--- src/rtl/count_bcd_display.sv ---
// Samples an 8-bit value, converts it to three BCD digits with a sequential
// double-dabble engine, and scans a multiplexed 3-digit 7-segment display.
module count_bcd_display #(
    parameter int REFRESH_DIV    = 1024,
    parameter bit SEG_ACTIVE_LOW = 1'b0
) (
    input  logic        clk,
    input  logic        reset,
    input  logic [7:0]  value,
    input  logic        sample_en,
    output logic        busy,
    output logic        done,
    output logic [11:0] bcd,
    output logic [6:0]  seg,
    output logic [2:0]  digit_sel
);

    localparam int PW = $clog2(REFRESH_DIV);
    localparam logic [PW-1:0] PRE_LAST = PW'(REFRESH_DIV - 1);

    typedef enum logic {IDLE, CONV} state_t;
    typedef enum logic [1:0] {DIG_ONES, DIG_TENS, DIG_HUND} dig_t;

    state_t      r_state;
    logic [7:0]  r_bin;
    logic [11:0] r_scr;
    logic [2:0]  r_iter;
    logic [11:0] w_adj;
    logic [19:0] w_shift;

    logic [PW-1:0] r_pre;
    dig_t          r_dig;
    logic [3:0]    w_digit;
    logic          w_blank;
    logic [2:0]    w_sel;
    logic [6:0]    w_raw;

    function automatic logic [6:0] seg_decode(input logic [3:0] d);
        case (d)
            4'd0:    seg_decode = 7'h3F;
            4'd1:    seg_decode = 7'h06;
            4'd2:    seg_decode = 7'h5B;
            4'd3:    seg_decode = 7'h4F;
            4'd4:    seg_decode = 7'h66;
            4'd5:    seg_decode = 7'h6D;
            4'd6:    seg_decode = 7'h7D;
            4'd7:    seg_decode = 7'h07;
            4'd8:    seg_decode = 7'h7F;
            4'd9:    seg_decode = 7'h6F;
            default: seg_decode = 7'h00;
        endcase
    endfunction

    // Add-3 correction on every scratch digit, then one combined left shift.
    always_comb begin
        w_adj = r_scr;
        for (int unsigned d = 0; d < 3; d++) begin
            if (r_scr[4*d +: 4] >= 4'd5)
                w_adj[4*d +: 4] = r_scr[4*d +: 4] + 4'd3;
        end
        w_shift = {w_adj, r_bin} << 1;
    end

    always_ff @(posedge clk or posedge reset) begin
        if (reset) begin
            r_state <= IDLE;
            r_bin   <= '0;
            r_scr   <= '0;
            r_iter  <= '0;
            busy    <= 1'b0;
            done    <= 1'b0;
            bcd     <= '0;
        end else begin
            done <= 1'b0;
            case (r_state)
                IDLE: begin
                    if (sample_en) begin
                        r_bin   <= value;
                        r_scr   <= '0;
                        r_iter  <= '0;
                        busy    <= 1'b1;
                        r_state <= CONV;
                    end
                end
                CONV: begin
                    r_scr  <= w_shift[19:8];
                    r_bin  <= w_shift[7:0];
                    r_iter <= r_iter + 3'd1;
                    if (r_iter == 3'd7) begin
                        bcd     <= w_shift[19:8];
                        done    <= 1'b1;
                        busy    <= 1'b0;
                        r_state <= IDLE;
                    end
                end
                default: r_state <= IDLE;
            endcase
        end
    end

    always_ff @(posedge clk or posedge reset) begin
        if (reset) begin
            r_pre <= '0;
            r_dig <= DIG_ONES;
        end else if (r_pre == PRE_LAST) begin
            r_pre <= '0;
            case (r_dig)
                DIG_ONES: r_dig <= DIG_TENS;
                DIG_TENS: r_dig <= DIG_HUND;
                default:  r_dig <= DIG_ONES;
            endcase
        end else begin
            r_pre <= r_pre + 1'b1;
        end
    end

    // Blanked slots keep their digit_sel so the scan timing stays uniform.
    always_comb begin
        w_digit = bcd[3:0];
        w_sel   = 3'b001;
        w_blank = 1'b0;
        case (r_dig)
            DIG_TENS: begin
                w_digit = bcd[7:4];
                w_sel   = 3'b010;
                w_blank = (bcd[11:8] == 4'd0) && (bcd[7:4] == 4'd0);
            end
            DIG_HUND: begin
                w_digit = bcd[11:8];
                w_sel   = 3'b100;
                w_blank = (bcd[11:8] == 4'd0);
            end
            default: ;
        endcase
        w_raw = w_blank ? 7'h00 : seg_decode(w_digit);
    end

    always_ff @(posedge clk or posedge reset) begin
        if (reset) begin
            seg       <= SEG_ACTIVE_LOW ? '1 : '0;
            digit_sel <= '0;
        end else begin
            seg       <= SEG_ACTIVE_LOW ? ~w_raw : w_raw;
            digit_sel <= w_sel;
        end
    end

endmodule

--- config.mk ---
export PLATFORM = sky130hd
export DESIGN_NAME = count_bcd_display
export DESIGN_NICKNAME = d
export VERILOG_FILES = /design/src/rtl/count_bcd_display.sv
export SDC_FILE = /design/constraint.sdc
export NUM_CORES = 1
export LEC_CHECK = 0
export ABC_AREA = 1
export CAP_MARGIN = 20
export CORE_MARGIN = 2
export CORE_UTILIZATION = 45
export CTS_CLUSTER_DIAMETER = 60
export DETAILED_ROUTE_END_ITERATION = 8
export PLACE_DENSITY = 0.65
export SKIP_LAST_GASP = 1
export SLEW_MARGIN = 20
export SYNTH_ARGS = -nofsm -noshare
export SYNTH_HDL_FRONTEND = slang
export SYNTH_SLANG_ARGS = --single-unit
export TNS_END_PERCENT = 50
--- constraint.sdc ---
create_clock -name clk -period 1.9 [get_ports clk]
set_input_delay 0.38 -clock clk [delete_from_list [all_inputs] [get_ports clk]]
set_output_delay 0.38 -clock clk [all_outputs]
set_load 0.02 [all_outputs]
==> run_results.csv, run 1 <==
group,metric,value,unit
cts,numCtsBuffers,9,
timing,skew,0.00586,ns
synth,synth_area_leaders,"dfrtp_1, nand2_1, ha_1",
cts,cts_sinks,60,
cts,clockRootBuffer,"clkbuf_8",
synth,yosysSeqAreaShare,50.5,%
layout,design_area,3730,µm²
layout,layout-drive-gt1-share,10.4,%
cts,clockBufferDepth,2,
worst_setup_path,critical_path.endpoint_type,"output pin",
timing,max_freq,557,MHz
placed_design,place_ws,0.0286,ns
die,die_area,7280,µm²
layout,fin_nets,430,
worst_setup_path,r2r_setup_slack,0.15,ns
worst_setup_path,crit_path_max_incr_delay,0.64,ns
route,viasPerCell,4.85,
grt,grt_pass1_vias,2228,
grt,grt_max_degree,61,
power,peakVddDrop,0.822,mV
power,pwr_density_cell,1590,nW/µm²
worst_setup_path,crit_path_start_kind,"flop",
timing,slew_violations,0,
layout,num_antenna_cells,0,
synth,synth_nets,383,
die,num_rows,29,
timing,totalNegativeSetupSlack,0,ns
grt,track_usage,17.2,%
route,antenna_left,0,
placed_design,port_buffers,34,
worst_setup_path,reg2reg_to,"seg[3]",
die,start_util,46.6,%
synth,synthFlopType,"dfrtp_1",
route,drt_iter0_markers,151,
layout,fin_util,58.4,%
route,drt-pass1-iter-count,4,
timing,hold_violations,0,
grt,grt.overflow.total,0,
route,avgRoutedWirePerCell,12.1,µm
worst_setup_path,r2r_start,"r_dig[0]",
die,die_w,85.3,µm
synth,yosysWarnings,0,
status,status,"finished clean",
synth,synth_enable_flop_cells,0,
worst_setup_path,slowest_stage,"clkdlybuf4s50_1",
timing,final-setup-viol-count,0,
route,routed_wl,5.83,mm
synth,async_flop_share,100,%
job,drv_cap,0,
cts,htree_levels,3,
cts,ctsHoldBuffers,0,
worst_setup_path,crit_arrival,1.42,ns
min_path,min_path_type,"in2async",
layout,synthToLayoutAreaGrowth,25.4,%
timing,finalCritPeriodShare,94.6,%
die,coreArea,6390,µm²
route,vias,2336,
timing,worst_pin_slew,0.529,ns
synth,ys_types,27,
synth,netlist.area_leader.share,50.5,%
worst_setup_path,worstRegToRegCells,10,
placed_design,dpl-instance-area,3450,µm²
placed_design,place_congestion,0.825,
die,die_y,85.3,µm
synth,syn-instance-count,353,
die,io_pins,35,
synth,syn_avg_cell_area,8.43,µm²
worst_setup_path,worstPathMaxFanout,4,
route,drc_errors,0,
cts,clk_pin_slew,0.07,ns
placed_design,dpl.hpwl,4.14,mm
synth,synth.ff_latch_count,60,
worst_setup_path,crit_family,"buffers and inverters",
worst_setup_path,worstPathCellList,"clkdlybuf4s50_1",
worst_setup_path,cp.required,1.52,ns
timing,period_needed,1.80,ns
cts,insertion_delay,0.35,ns
timing,fin_ws,0.104,ns
worst_setup_path,path_class,"reg2out",
worst_setup_path,crit_buf_inv,1,
grt,antenna_found_initial,0,
grt,grt_pass1_wl,9.75,mm
timing,relSlewSlack,64.7,%
synth,yosysTopAreaCell,"dfrtp_1",
power,p_leak,1.87,nW
synth,synth_area,2980,µm²
cts,cts_tree,"built",
power,total_power,5.92,mW
==> placed cells by master, fill, tap and decap left out, drive strengths merged <==
master,n
bufinv,3
nand2,113
dfrtp,60
xor2,5
clkbuf,10
or2,1
clkinvlp,1
o211ai,1
xnor2,2
o22ai,4
a22o,3
ha,19
inv,44
clkdlybuf4s50,34
a21oi,1
nand4,2
o21ai,22
buf,7
nor2,34
clkinv,3
nand3,35
and3,1
==> cell type report <==
class	instances	area [µm²]
clock buffers	10	138
clock inverters	6	111
fillers	585	2660
inverters	45	169
multi-input cells	243	1310
flip-flops and latches	60	1500
well taps	77	96.3
repair buffers	41	405
==> timing repair <==
item	CTS	global route
endpoints found under the setup margin	0	7
resized for setup	0	7
buffers inserted	0	1
==> power by group <==
| part | switching (mW) | leakage, nW | total (mW) | internal (mW) |
|---|---|---|---|---|
| sequential | 0.342 | 0.742 | 2.07 | 1.73 |
| combinational | 1.41 | 1.00 | 2.41 | 0.997 |
| clock | 0.529 | 0.122 | 1.44 | 0.906 |
==> cell families (layout without fill, tap and decap cells) <==
family | after synthesis | after routing | synth area share [%]
compound gates | 31 | 31 | 5.97
xor+xnor | 7 | 7 | 2.06
simple gates | 186 | 186 | 27.0
buf+inv | 50 | 102 | 6.48
flops | 60 | 60 | 50.5
fa+ha+maj | 19 | 19 | 7.99
==> through the flow <==
stage	hold slack (ns)	std cells
floorplan	0.453	353
global placement	0.469	465
detailed placement	0.488	465
CTS	0.414	481
global route	0.430	482
finish	0.402	482
==> how the worst max path moves through the flow <==
stage,from,endpoint,cells after the start
5_1_grt,r_dig[1],seg[3],11
3_5_place_dp,r_dig[0],seg[3],10
2_1_floorplan,reset,bcd[0],1
6_report,bcd[5],bcd[5],1
4_1_cts,r_dig[0],seg[3],10
3_3_place_gp,r_dig[0],seg[3],10
==> flip-flops by register name, indices dropped and copies added (netlist names) <==
register   count
r_bin          8
r_pre         10
r_iter         3
digit_sel      3
r_scr         12
busy           1
done           1
r_state        1
r_dig          2
bcd           12
seg            7
==> synthesized netlist by cell type, types with 2 or more instances <==
master   instances
nand3_1         33
dfrtp_1         60
xor2_1           5
nand4_1          2
nand2_2          2
inv_1           43
o22ai_1          4
a22o_1           3
nand3_2          2
o21ai_0         19
xnor2_1          2
nor2_2           3
nor2_1          29
o21ai_1          2
ha_1            19
nand2_4          2
nor2_4           2
buf_2            4
nand2_1        109
==> metal layers <==
layer	GRT usage (%)	routed length (µm)	up-vias
met5	0	0	-
met4	7.36	120	0
met3	5.93	240	9
met2	28.4	2800	45
met1	20.4	2660	1079
li1	-	-	1203
No activity file was read; power rests on OpenSTA's default activity.
==> inputs of run 2 (changes only) <==
--- a/config.mk
+++ b/config.mk
@@ -17,4 +17,3 @@
 export SYNTH_ARGS = -nofsm -noshare
 export SYNTH_HDL_FRONTEND = slang
 export SYNTH_SLANG_ARGS = --single-unit
-export TNS_END_PERCENT = 50
==> results of run 2 <==
Final layout, timing and power as in run 1 (identical DEF).
